`src/rtl/apb_uart_tx_master.sv`:
```
// APB initiator for a 16550-style UART: programs divisor and line format after reset, then polls LSR.THRE and writes each accepted byte to THR.
// Defining APB_UART_TX_MASTER_CRLF_EN makes an accepted LF go out as CR then LF.
module apb_uart_tx_master #(
    parameter logic [31:0] BASE_ADDR  = 32'h0000_0000,
    parameter logic [15:0] DIVISOR    = 16'd27,
    parameter logic [7:0]  LCR_VAL    = 8'h03,
    parameter int unsigned POLL_LIMIT = 16
) (
    input  logic        CLK,
    input  logic        RST,
    input  logic [7:0]  tx_data,
    input  logic        tx_valid,
    output logic        tx_ready,
    output logic        init_done,
    output logic        err,
    output logic [31:0] PADDR,
    output logic        PSEL,
    output logic        PENABLE,
    output logic        PWRITE,
    output logic [31:0] PWDATA,
    input  logic [31:0] PRDATA,
    input  logic        PREADY,
    input  logic        PSLVERR
);
    localparam int unsigned CW = $clog2(POLL_LIMIT + 1);
    localparam logic [2:0] REG_THR = 3'd0;
    localparam logic [2:0] REG_LSR = 3'd5;

    typedef enum logic [1:0] {ST_INIT, ST_IDLE, ST_POLL, ST_WRITE} state_t;

    state_t        state_q;
    logic [2:0]    step_q;
    logic [CW-1:0] poll_cnt_q;
    logic [7:0]    byte_q;
    logic          psel_q, penable_q, pwrite_q;
    logic [31:0]   paddr_q, pwdata_q;
    logic          tx_ready_q, init_done_q, err_q;
`ifdef APB_UART_TX_MASTER_CRLF_EN
    logic          lf_pend_q;
`endif

    logic       xfer_done;
    logic [2:0] init_reg;
    logic [7:0] init_val;
    logic       unused_prdata;

    assign xfer_done     = psel_q & penable_q & PREADY;
    assign unused_prdata = ^{PRDATA[31:6], PRDATA[4:0]};

    function automatic logic [31:0] reg_addr(input logic [2:0] idx);
        return BASE_ADDR + {27'd0, idx, 2'b00};
    endfunction

    // Step 0 opens the divisor latch; step 3 closes it with the final line format.
    always_comb begin
        init_reg = 3'd3;
        init_val = 8'h80;
        case (step_q)
            3'd0: begin init_reg = 3'd3; init_val = 8'h80;              end
            3'd1: begin init_reg = 3'd0; init_val = DIVISOR[7:0];       end
            3'd2: begin init_reg = 3'd1; init_val = DIVISOR[15:8];      end
            3'd3: begin init_reg = 3'd3; init_val = LCR_VAL & 8'h7F;    end
            3'd4: begin init_reg = 3'd2; init_val = 8'h07;              end
            default: begin init_reg = 3'd1; init_val = 8'h00;           end
        endcase
    end

    always_ff @(posedge CLK) begin
        if (RST) begin
            state_q     <= ST_INIT;
            step_q      <= '0;
            poll_cnt_q  <= '0;
            byte_q      <= '0;
            psel_q      <= 1'b0;
            penable_q   <= 1'b0;
            pwrite_q    <= 1'b0;
            paddr_q     <= '0;
            pwdata_q    <= '0;
            tx_ready_q  <= 1'b0;
            init_done_q <= 1'b0;
            err_q       <= 1'b0;
`ifdef APB_UART_TX_MASTER_CRLF_EN
            lf_pend_q   <= 1'b0;
`endif
        end else begin
            if (psel_q && !penable_q) begin
                penable_q <= 1'b1;
            end
            if (xfer_done) begin
                psel_q    <= 1'b0;
                penable_q <= 1'b0;
                if (PSLVERR) begin
                    err_q <= 1'b1;
                end
            end

            case (state_q)
                ST_INIT: begin
                    if (!psel_q) begin
                        psel_q   <= 1'b1;
                        pwrite_q <= 1'b1;
                        paddr_q  <= reg_addr(init_reg);
                        pwdata_q <= {24'd0, init_val};
                    end else if (xfer_done) begin
                        if (step_q == 3'd5) begin
                            state_q     <= ST_IDLE;
                            init_done_q <= 1'b1;
                            tx_ready_q  <= 1'b1;
                        end else begin
                            step_q <= step_q + 3'd1;
                        end
                    end
                end
                ST_IDLE: begin
                    // The LSR read is launched on the accept edge itself to save a cycle.
                    if (tx_valid && tx_ready_q) begin
                        tx_ready_q <= 1'b0;
                        state_q    <= ST_POLL;
`ifdef APB_UART_TX_MASTER_CRLF_EN
                        byte_q     <= (tx_data == 8'h0A) ? 8'h0D : tx_data;
                        lf_pend_q  <= (tx_data == 8'h0A);
`else
                        byte_q     <= tx_data;
`endif
                        psel_q     <= 1'b1;
                        pwrite_q   <= 1'b0;
                        paddr_q    <= reg_addr(REG_LSR);
                        pwdata_q   <= '0;
                    end
                end
                ST_POLL: begin
                    if (!psel_q) begin
                        psel_q   <= 1'b1;
                        pwrite_q <= 1'b0;
                        paddr_q  <= reg_addr(REG_LSR);
                        pwdata_q <= '0;
                    end else if (xfer_done) begin
                        if (PRDATA[5]) begin
                            poll_cnt_q <= '0;
                            state_q    <= ST_WRITE;
                        end else if (poll_cnt_q != CW'(POLL_LIMIT)) begin
                            poll_cnt_q <= poll_cnt_q + CW'(1);
                            if (poll_cnt_q == CW'(POLL_LIMIT - 1)) begin
                                err_q <= 1'b1;
                            end
                        end
                    end
                end
                ST_WRITE: begin
                    if (!psel_q) begin
                        psel_q   <= 1'b1;
                        pwrite_q <= 1'b1;
                        paddr_q  <= reg_addr(REG_THR);
                        pwdata_q <= {24'd0, byte_q};
                    end else if (xfer_done) begin
`ifdef APB_UART_TX_MASTER_CRLF_EN
                        if (lf_pend_q) begin
                            byte_q    <= 8'h0A;
                            lf_pend_q <= 1'b0;
                            state_q   <= ST_POLL;
                        end else begin
                            state_q    <= ST_IDLE;
                            tx_ready_q <= 1'b1;
                        end
`else
                        state_q    <= ST_IDLE;
                        tx_ready_q <= 1'b1;
`endif
                    end
                end
                default: state_q <= ST_INIT;
            endcase
        end
    end

    assign PSEL      = psel_q;
    assign PENABLE   = penable_q;
    assign PWRITE    = pwrite_q;
    assign PADDR     = paddr_q;
    assign PWDATA    = pwdata_q;
    assign tx_ready  = tx_ready_q;
    assign init_done = init_done_q;
    assign err       = err_q;
endmodule

```
`config.mk`:
```
export PLATFORM = sky130hd
export DESIGN_NAME = apb_uart_tx_master
export DESIGN_NICKNAME = d
export VERILOG_FILES = /design/src/rtl/apb_uart_tx_master.sv
export SDC_FILE = /design/constraint.sdc
export NUM_CORES = 1
export LEC_CHECK = 0
export ABC_AREA = 1
export CORE_MARGIN = 4
export CORE_UTILIZATION = 43
export DETAILED_ROUTE_END_ITERATION = 6
export PLACE_DENSITY_LB_ADDON = 0.05
export SETUP_SLACK_MARGIN = 0.05
export SYNTH_ARGS = -nofsm -noshare
export SYNTH_HDL_FRONTEND = slang
export SYNTH_SLANG_ARGS = --single-unit
```
`constraint.sdc`:
```
create_clock -name CLK -period 3.15 [get_ports CLK]
set_input_delay 0.4725 -clock CLK [delete_from_list [all_inputs] [get_ports CLK]]
set_output_delay 0.4725 -clock CLK [all_outputs]
set_load 0.02 [all_outputs]
```
==> After elaboration in Yosys (flattened, before gate mapping) <==
Index checks and enable logic that the tools add are counted.
Widths: inputs -> output; s select.
{ "word_totals": {"register_bits": 88, "in_bits": 45, "out_inout_bits": 70, "wordCells": 103} }
{ "op_classes": {"n_addsub": 2, "eq_ne": 22, "muxes": 45, "n_bitwise": 3, "reduce_logical": 19} }
{ "op_table": {"columns": ["operator", "count"], "rows": [
  ["$pmux 32 s4", 2],
  ["$mux 32", 7],
  ["$pmux 8 s4", 1],
  ["$ne 2x2->1 const B", 13],
  ["$mux 1", 19],
  ["$mux 2", 9],
  ["$reduce_and 4->1", 4],
  ["$mux 5", 2],
  ["$reduce_and 9->1", 1],
  ["$pmux 2 s4", 1],
  ["$reduce_and 7->1", 1],
  ["$eq 3x3->1 const B", 2],
  ["$pmux 1 s3", 2],
  ["$pmux 2 s3", 1],
  ["$reduce_or 2->1", 3],
  ["$add 5x1->5 const B", 1],
  ["$eq 5x4->1 const B", 1],
  ["$ne 5x5->1 const B", 1],
  ["$eq 2x2->1 const B", 2],
  ["$add 3x1->3 const B", 1],
  ["$eq 3x1->1 const B", 1],
  ["$eq 3x2->1 const B", 1],
  ["$logic_not 3->1", 1],
  ["$reduce_and 3->1", 1],
  ["11 further kinds", 13]
]} }

==> Logic depth before layout (Yosys ltp) <==
Gate-level depths: netlist (run 1).
{ "logic_depth": {"depth_word": 9, "ltp_mapped": 12, "ltp_nobuf": 11} }

==> Worst setup path after synthesis (run 1) <==
OpenSTA, ideal clock, no wires.
{ "synth_path": {"path_kind": "reg2reg", "from": "reg state_q[0]", "to": "reg pwdata_q[3] (netlist: PWDATA[3])", "setup_ps": 70, "t_arrival_ps": 1360, "required_ps": 3080, "path_slack_ps": 1720, "stages_incl_launch_ff": 10, "path_buffers": 2, "period_less_slack_ps": 1430, "path_cell_list": "dfxtp_1 inv_1 ha_1 buf_2 o21ai_2 inv_1 nor2_2 buf_6 nand2_1 a21oi_1"} }
{ "synth_between": {"elab_chain_cells": 3, "word_cells_on_any_way": 10, "cone_classes": "eq/ne (7); mux (1); reduce/logical (2)"} }
{ "synth_lines": {"columns": ["element", "line", "text"], "rows": [
  ["start, declared", "31", "state_t state_q;"],
  ["start signal, assigned", "70", "state_q <= ST_INIT;"],
  ["start signal, assigned", "106", "state_q <= ST_IDLE;"],
  ["start signal, assigned", "118", "state_q <= ST_POLL;"],
  ["$eq 2x2->1 (tied with other cells)", "97", "case (state_q)"],
  ["$ne 2x2->1 (no source line)", null, null],
  ["$reduce_and 4->1 (no source line)", null, null],
  ["end signal, assigned", "103", "pwdata_q <= {24'd0, init_val};"],
  ["end signal, assigned", "154", "pwdata_q <= {24'd0, byte_q};"],
  ["end, declared", "36", "logic [31:0] paddr_q, pwdata_q;"]
]} }
Several ways; a longest one is shown, not always the timed one.
A chain may end at the register's enable or synchronous reset.

==> Worst setup path in the final report (run 1) <==
{ "layout_path": {"from": "reg psel_q (netlist: PSEL)", "to": "out PSEL"} }
{ "layout_rtl": {"columns": ["element", "line", "text"], "rows": [
  ["start, declared", "35", "logic psel_q, penable_q, pwrite_q;"],
  ["start signal, assigned", "74", "psel_q <= 1'b0;"],
  ["start signal, assigned", "90", "psel_q <= 1'b0;"],
  ["start signal, assigned", "100", "psel_q <= 1'b1;"],
  ["end, declared", "17", "output logic PSEL,"]
]} }
No word-level cell between the ends.

==> results of run 1 <==
[how the worst min path moves through the flow]
| stage | start | endpoint | slack (ps) | cells after the start |
|---|---|---|---|---|
| after floorplan | byte_q[0] | byte_q[0] | 420 | 2 |
| after global placement | byte_q[4] | byte_q[4] | 430 | 2 |
| after detailed placement | byte_q[4] | byte_q[4] | 440 | 2 |
| after CTS | byte_q[4] | byte_q[4] | 450 | 2 |
| after global routing | byte_q[6] | byte_q[6] | 480 | 2 |
| final | byte_q[4] | byte_q[4] | 450 | 2 |
[per-layer routing]
layer | vias to the layer above | global-route usage [%]
li1 | 906 | -
met1 | 758 | 16.4
met2 | 44 | 21.2
met3 | 7 | 3.39
met4 | 0 | 4.64
met5 | - | 0
[flip-flops by register name, summed over array words and instances (netlist names)]
register and flops:
PENABLE 1, step_q 3, PADDR 3, err 1, poll_cnt_q 5, PWRITE 1
PSEL 1, PWDATA 8, byte_q 8, tx_ready 1, init_done 1, state_q 2
[Yosys cell counts (all sizes together)]
| library cell | instances |
|---|---|
| buf | 57 |
| xor2 | 1 |
| nand3 | 12 |
| conb | 1 |
| nor2 | 48 |
| o22ai | 2 |
| inv | 35 |
| a21oi | 23 |
| nand2 | 44 |
| o21ai | 24 |
| dfxtp | 35 |
| nand4 | 5 |
| clkbuf | 2 |
| ha | 12 |
| o32ai | 1 |
[power by group]
group          total, W  leakage [nW]  switching [W]  internal, W
Sequential     0.000468         0.285      0.0000112     0.000457
Combinational  0.000170         0.750       0.000117    0.0000530
Clock          0.000356        0.0515       0.000157     0.000200
Total          0.000994          1.09       0.000285     0.000709
[stage by stage]
step                cells  hold WS (ps)  utilization, %  area [sq um]  total power, W
floorplan             354           423               -          2390        0.000646
global placement      392           434            48.4          2330        0.000647
detailed placement    392           440            48.4          2330        0.000647
CTS                   400           451            50.5          2430         0.00100
global route          400           476            50.5          2430         0.00104
finish                400           449            50.5          2430        0.000994
[cells by family (layout without fill, tap and decap cells)]
logic type	Yosys count	in the layout	synth area share (%)
AND/OR/NAND/NOR	109	109	22.7
AO/OA/AOI/OAI	50	50	11.9
flip-flops	35	35	32.0
adder cells (fa/ha/maj)	12	12	6.85
buffers and inverters	94	73	26.0
other	1	53	0.171
XOR/XNOR	1	1	0.400
[final cells by class]
cell class	instances	area [sq um]	area share (%)
clock buffers	8	100	4.12
inverters	35	131	5.40
multi-input cells	225	1120	45.9
well taps	67	83.8	3.45
repair buffers	30	300	12.3
flip-flops and latches	35	701	28.8
==> impl_summary.md, run 1 <==
Critical path
Data on the critical path arrives at its endpoint at about 1500 ps. In this run the number of cells on the critical path is 1. The critical path goes through clkdlybuf4s50_1. The category of the worst setup path launch point is a flop. The number of buffers and inverters on the critical path is 1. The critical path capture point type is a primary output.

The slowest stage of the critical path belongs to the cell sky130_fd_sc_hd__clkdlybuf4s50_1. In this run the register-to-register setup slack is 1290 ps. The reg-to-reg startpoint is state_q[0]. The endpoint required time on the critical path is 2680 ps. Following the worst setup path forward leads to its endpoint at PSEL. On the critical path the largest part of the delay comes from buffers and inverters. The worst register-to-register path ends at PWDATA[0]. By startpoint and endpoint, the worst setup path is classified as flop to primary output.

In this run the worst setup path begins at PSEL. For this run, the slowest stage of the critical path takes around 670 ps. The depth of the most critical reg-to-reg path is 8. The largest fanout of any net on the critical path is 7.

Worst hold path
The path class of the tightest hold or removal check is flop to flop.

STA
Setup repair after global routing left no endpoint under its margin. In the finished design, the share of the clock period the worst path needs comes to between 60% and 70%. Headroom to the max-slew limit came out at between 50% and 60%. The hold violation total from the final report is 0. Across all setup checks in the final design, the least slack found is approximately 1200 ps.

Setup violations remaining at the end of the flow were counted as 0. The sum of negative setup slack is 0 ps. The final number of max-transition violations is 0. Static timing analysis puts the maximum clock frequency at 0.512 GHz. For the pin with the worst max-slew slack, the measured transition is roughly 650 ps. Clock skew on the completed layout was measured at 5.08 ps. The clock period could shrink to 1950 ps.

Layout
Compared with the post-synthesis result, the final layout area differs by 11.0%. Leaving out fill and tap cells, the most frequent cells in the layout are sky130_fd_sc_hd__conb_1 (53), sky130_fd_sc_hd__nand2_1 (42), sky130_fd_sc_hd__nor2_1 (42). Leaving out fill and tap cells, the most frequent cell in the layout is sky130_fd_sc_hd__conb_1. The number of filler instances in the final layout is between 500 and 600. The antenna cell count is 0. The share of layout cells above drive strength 1 is under 10%. The net count reported at finish is roughly 390.

Placement
The HPWL reported at the end of detailed placement is 3240 um. At the end of routability-driven placement, the weighted congestion stood at 0.839. Timing analysis after detailed placement gives a worst setup slack of about 900 ps. The number of buffers added on ports is 30.

Die
From left edge to right edge, the die measures about 80 um. The total area inside the core boundary comes to about 0.0048 sq mm. The die height is 79.4 um. For this configuration, the core starts out at a cell density of 45.5%.

The placement row count is 25. The area of the die is between 0.006 and 0.007 sq mm. During I/O placement, the number of pins put on the boundary was ~120.

Route
The routed length per placed instance is between 10 and 15 um. The amount of wire on met2 after detailed routing is about 2000 um. The detailed-routing wirelength on met1 is 1930 um. The via count is approximately 1.7k.

For this run, design rule violations remaining after detail routing come to 0. The count of TritonRoute iterations in the first routing pass is 4. The remaining number of nets flagged by the antenna check after routing is 0. Wire segments on met3 add up to 231 um in the final route.

In the routed layout, each cell is associated on average with a via count of ~4.3. The DRC violation total after the first TritonRoute iteration is 73. The uppermost metal layer occupied by signal nets is met4. The final wirelength is 4210 um.

Synthesis
The number of warnings issued by yosys is 0. The share of synthesized area in the top cell type comes to roughly a third. In this run, synthesis produced a sequential element count of 35.

The mean cell area of the mapped netlist is around 7.3 sq um. The register area share after synthesis is between 30% and 40%. The largest total area in the synthesized netlist belongs to sky130_fd_sc_hd__dfxtp_1. Yosys attributes the largest share of cell area to sky130_fd_sc_hd__dfxtp_1 (32%), sky130_fd_sc_hd__buf_4 (18%), sky130_fd_sc_hd__nand2_1 (7.2%), sky130_fd_sc_hd__nor2_1 (7.2%), sky130_fd_sc_hd__ha_1 (6.9%). In this run, distinct cell masters in the synthesized netlist total 26. In this run the cell area of the synthesized design comes to between 0.002 and 0.0025 sq mm. Synthesis handed over a netlist of 302 instances.

Clocking
In this run, CTS created clock tree buffers numbering 5. The maximum level of the CTS H-tree is 2. The clock tree from TritonCTS is built. The maximum buffer depth of the clock tree is 2.

Clock latency on the worst-skew pair, taken at its later pin, is 280 ps. The post-CTS repair timing setup buffer count is 0. The clock net sink count is 35. Clock-pin slew was measured on the worst setup and hold paths at approximately 70 ps.

The tree is rooted in a sky130_fd_sc_hd__clkbuf_8. The number of hold-repair buffers added at the cts stage is 0. The number of resized instances in the post-cts repair step is 0.

Global route
The remaining global-route overflow is 0. The number of global-route vias before repair was roughly 1.5k. The first global-routing pass estimated about 6500 um of wire. The number of antenna violations at the first check in global routing came to 0. The total routing usage reported by global routing is 13.0%. The largest net degree at the start of global routing is 25.

Outcome
The run finished with clean final reports.

Power
The static leakage power is around 1.1 nW. The maximum resistive drop on vdd is ~0.0003 V. The power density over the cells is about 410 mW/mm^2.

Flow run
The tool flagged a number of max-cap violations equal to 0.
No activity file was read; power rests on OpenSTA's default activity.
==> run 2, diff against run 1 <==
--- a/config.mk
+++ b/config.mk
@@ -7,7 +7,7 @@
 export LEC_CHECK = 0
 export ABC_AREA = 1
 export CORE_MARGIN = 4
-export CORE_UTILIZATION = 43
+export CORE_UTILIZATION = 36
 export DETAILED_ROUTE_END_ITERATION = 6
 export PLACE_DENSITY_LB_ADDON = 0.05
 export SETUP_SLACK_MARGIN = 0.05
==> constraint.sdc (replaced) <==
create_clock -name CLK -period 1.6 [get_ports CLK]
set_input_delay 0.24 -clock CLK [delete_from_list [all_inputs] [get_ports CLK]]
set_output_delay 0.24 -clock CLK [all_outputs]
set_load 0.02 [all_outputs]
==> impl_summary.md, run 2 (same netlist as run 1, synthesis figures left out) <==
Critical path
The startpoint-to-endpoint class of the critical path was flop to primary output (unchanged). Sequence of cells on the critical path: clkdlybuf4s50_1 (unchanged). The critical path capture point type is a primary output (unchanged). The endpoint required time on the critical path is 1360 ps (was 2680 ps). The category of the worst setup path launch point is a flop (unchanged).

The stage delay of the slowest cell on the critical path is 610 ps (was 670 ps). The cell type of the slowest stage on the worst timing path is sky130_fd_sc_hd__clkdlybuf4s50_1 (unchanged). The number of buffers and inverters on the critical path is 1 (unchanged).

The data arrival time of the critical path is 1260 ps (was 1480 ps). The largest fanout of any net on the critical path is 2 (was 7). The kind of cell with the highest combined delay on the critical path is buffers and inverters (unchanged).

Power
The power density over the cells was 856 mW/mm^2 (was 409 mW/mm^2). The share of total power in the clock network is 43.5% (was 35.8%). The internal power summed over all cells came to 0.00163 W (was 0.000709 W). The static leakage power is 1.19 nW (was 1.09 nW). The power spent charging and discharging nets is 0.000612 W (was 0.000285 W). The share of total power in combinational logic was 15.5% (was 17.1%). The overall power of the completed layout is 0.00225 W (was 0.000994 W).

The maximum resistive drop on vdd is 0.000526 V (was 0.000295 V). The switching share of total power is 27.2% (was 28.7%). The part of the power in registers came to 41.0% (was 47.1%).

Clocking
The clock tree from TritonCTS is built (unchanged). The maximum level of the CTS H-tree is 2 (unchanged). The post-CTS repair timing setup buffer count is 0 (unchanged). The source-to-sink clock delay at the later pin of the worst-skew pair came to 290 ps (was 280 ps). The number of hold-repair buffers added at the cts stage is 0 (unchanged). The number of CTS-inserted buffers came to 5 (unchanged).

The clock tree root buffer cell is sky130_fd_sc_hd__clkbuf_8 (unchanged). The clock edge transition at the registers on the reported setup and hold paths was 80 ps (was 70 ps). The maximum buffer depth of the clock tree is 2 (unchanged).

The clock net sink count was 35 (unchanged).

Die
The overall die width is 86.0 um (was 79.4 um). The number of top-level pins is 115 (unchanged). The die height is 86.0 um (was 79.4 um). The area of the die is 0.00740 sq mm (was 0.00630 sq mm). The placement row count is 28 (was 25). The area of the core is 0.00592 sq mm (was 0.00482 sq mm). The starting density of the core was 37.0% (was 45.5%).

Route
The number of remaining DRC errors is 0 (unchanged). The via count is 1783 (was 1715). The final wirelength was 4610 um (was 4210 um). The DRC violation total after the first TritonRoute iteration is 38 (was 73).

The routed length per placed instance is 10.9 um (was 10.5 um). The count of TritonRoute iterations in the first routing pass is 4 (unchanged). The vias per cell is 4.24 (was 4.29). The remaining number of nets flagged by the antenna check after routing came to 0 (unchanged).

Worst hold path
The worst hold path class is flop to flop (unchanged).

Layout
The antenna cell count is 0 (unchanged). The share of layout cells above drive strength 1 came to 12.4% (was 5.71%). The commonest non-fill, non-tap cell in the layout is sky130_fd_sc_hd__conb_1 (unchanged).

The net count reported at finish is 402 (was 389). Most frequent cells in the layout: sky130_fd_sc_hd__conb_1 (53), sky130_fd_sc_hd__nor2_1 (40), sky130_fd_sc_hd__nand2_1 (39) (was sky130_fd_sc_hd__conb_1 (53), sky130_fd_sc_hd__nand2_1 (42), sky130_fd_sc_hd__nor2_1 (42)). The layout overhead on the synthesized area was 19.8% (was 11.0%). The final standard cell area without fillers came to 0.00262 sq mm (was 0.00243 sq mm).

Outcome
Run status: finished clean (unchanged).

Global route
The number of antenna violations at the first check in global routing came to 0 (unchanged). The number of global-route vias before repair is 1602 (was 1454). The total routing usage reported by global routing came to 12.7% (was 13.0%).

The global-route wire length before repair is 7380 um (was 6540 um). The largest net degree at the start of global routing is 25 (unchanged). The remaining global-route overflow came to 0 (unchanged).

STA
The hold violation total from the final report is 0 (unchanged). The time the worst path needs with I/O delays and setup is 1500 ps. The sum of negative setup slack is 0 ps (unchanged). The final number of max-transition violations came to 0 (unchanged).

Of the available clock period, the critical path in the final layout requires approximately 94%. For this run, the top clock speed supported by timing is ~0.67 GHz. Setup repair after global routing missed its margin: false (unchanged). The final worst clock skew is 4.06 ps (was 5.08 ps). The post-route worst hold slack is 447 ps (was 449 ps).

The number of endpoints failing setup at the final stage is 0 (unchanged).

Placement
The total placed instance area is 0.00245 sq mm (was 0.00233 sq mm). The number of buffers added on ports is 30 (unchanged). The global placement routability congestion is 0.781 (was 0.839). The HPWL reported at the end of detailed placement is 3530 um (was 3240 um).

Flow run
The number of violations of the max-capacitance limit is 0 (unchanged).
run 2: cell types whose count changed in the layout (fill, tap and decap cells not counted), sizes merged:
cell / previous run / this run
buf: 0 / 13
clkbuf: 8 / 5
clkdlybuf4s50: 30 / 27
bufinv: 0 / 2
dlygate4sd2: 0 / 2
clkinvlp: 0 / 1
dlymetal6s2s: 0 / 1
run 2: path summary, 6_finish.rpt:
check	from	to	slack [ps]	depth (start not counted)
min	byte_q[3]	byte_q[3]	450	2
max	PWDATA[1]	PWDATA[1]	100	1
min reg2reg	byte_q[3]	byte_q[3]	450	2
max reg2reg	state_q[0]	PADDR[2]	180	8
run 2: through the flow:
stage	worst slack, ps	std cells	util, %
after global routing	35.5	421	44.3
after global placement	-8.97	413	41.4
final	97.8	421	44.3
after floorplan	170	354	-
after CTS	65.2	421	43.7
after detailed placement	-11.7	413	41.4
run 2: per-layer routing:
metal | vias up | track usage (%) | wire length [um]
li1 | 928 | - | -
met1 | 804 | 15.7 | 2060
met2 | 45 | 20.7 | 2210
met3 | 6 | 4.42 | 291
met4 | 0 | 3.74 | 46
met5 | - | 0 | 0
run 2: tightest hold or removal path, stage by stage (launching register included):
cell and delay (ps):
sky130_fd_sc_hd__dfxtp_1 310, sky130_fd_sc_hd__inv_1 50, sky130_fd_sc_hd__a21oi_1 50
run 2: power groups by stage:
stage / Sequential (W) / Combinational, W / Clock (W)
floorplan: 0.000968 / 0.000304 / 0
global placement: 0.000941 / 0.000349 / 0
detailed placement: 0.000940 / 0.000349 / 0
CTS: 0.000920 / 0.000348 / 0.00100
global route: 0.000924 / 0.000384 / 0.00105
finish: 0.000920 / 0.000349 / 0.000977
run 2: timing repair:
action / 4_1_cts / 5_1_grt
pin swaps: 0 / 1
gates resized for setup: 4 / 13
endpoints found under the setup margin: 3 / 19
run 2: area by class of cell:
class | instances | area (sq um)
flip-flops and latches | 35 | 706
inverters | 35 | 131
multi-input cells | 225 | 1150
repair buffers | 43 | 410
fillers | 658 | 3300
well taps | 75 | 93.8
clock buffers | 5 | 68.8
clock inverters | 3 | 67.6
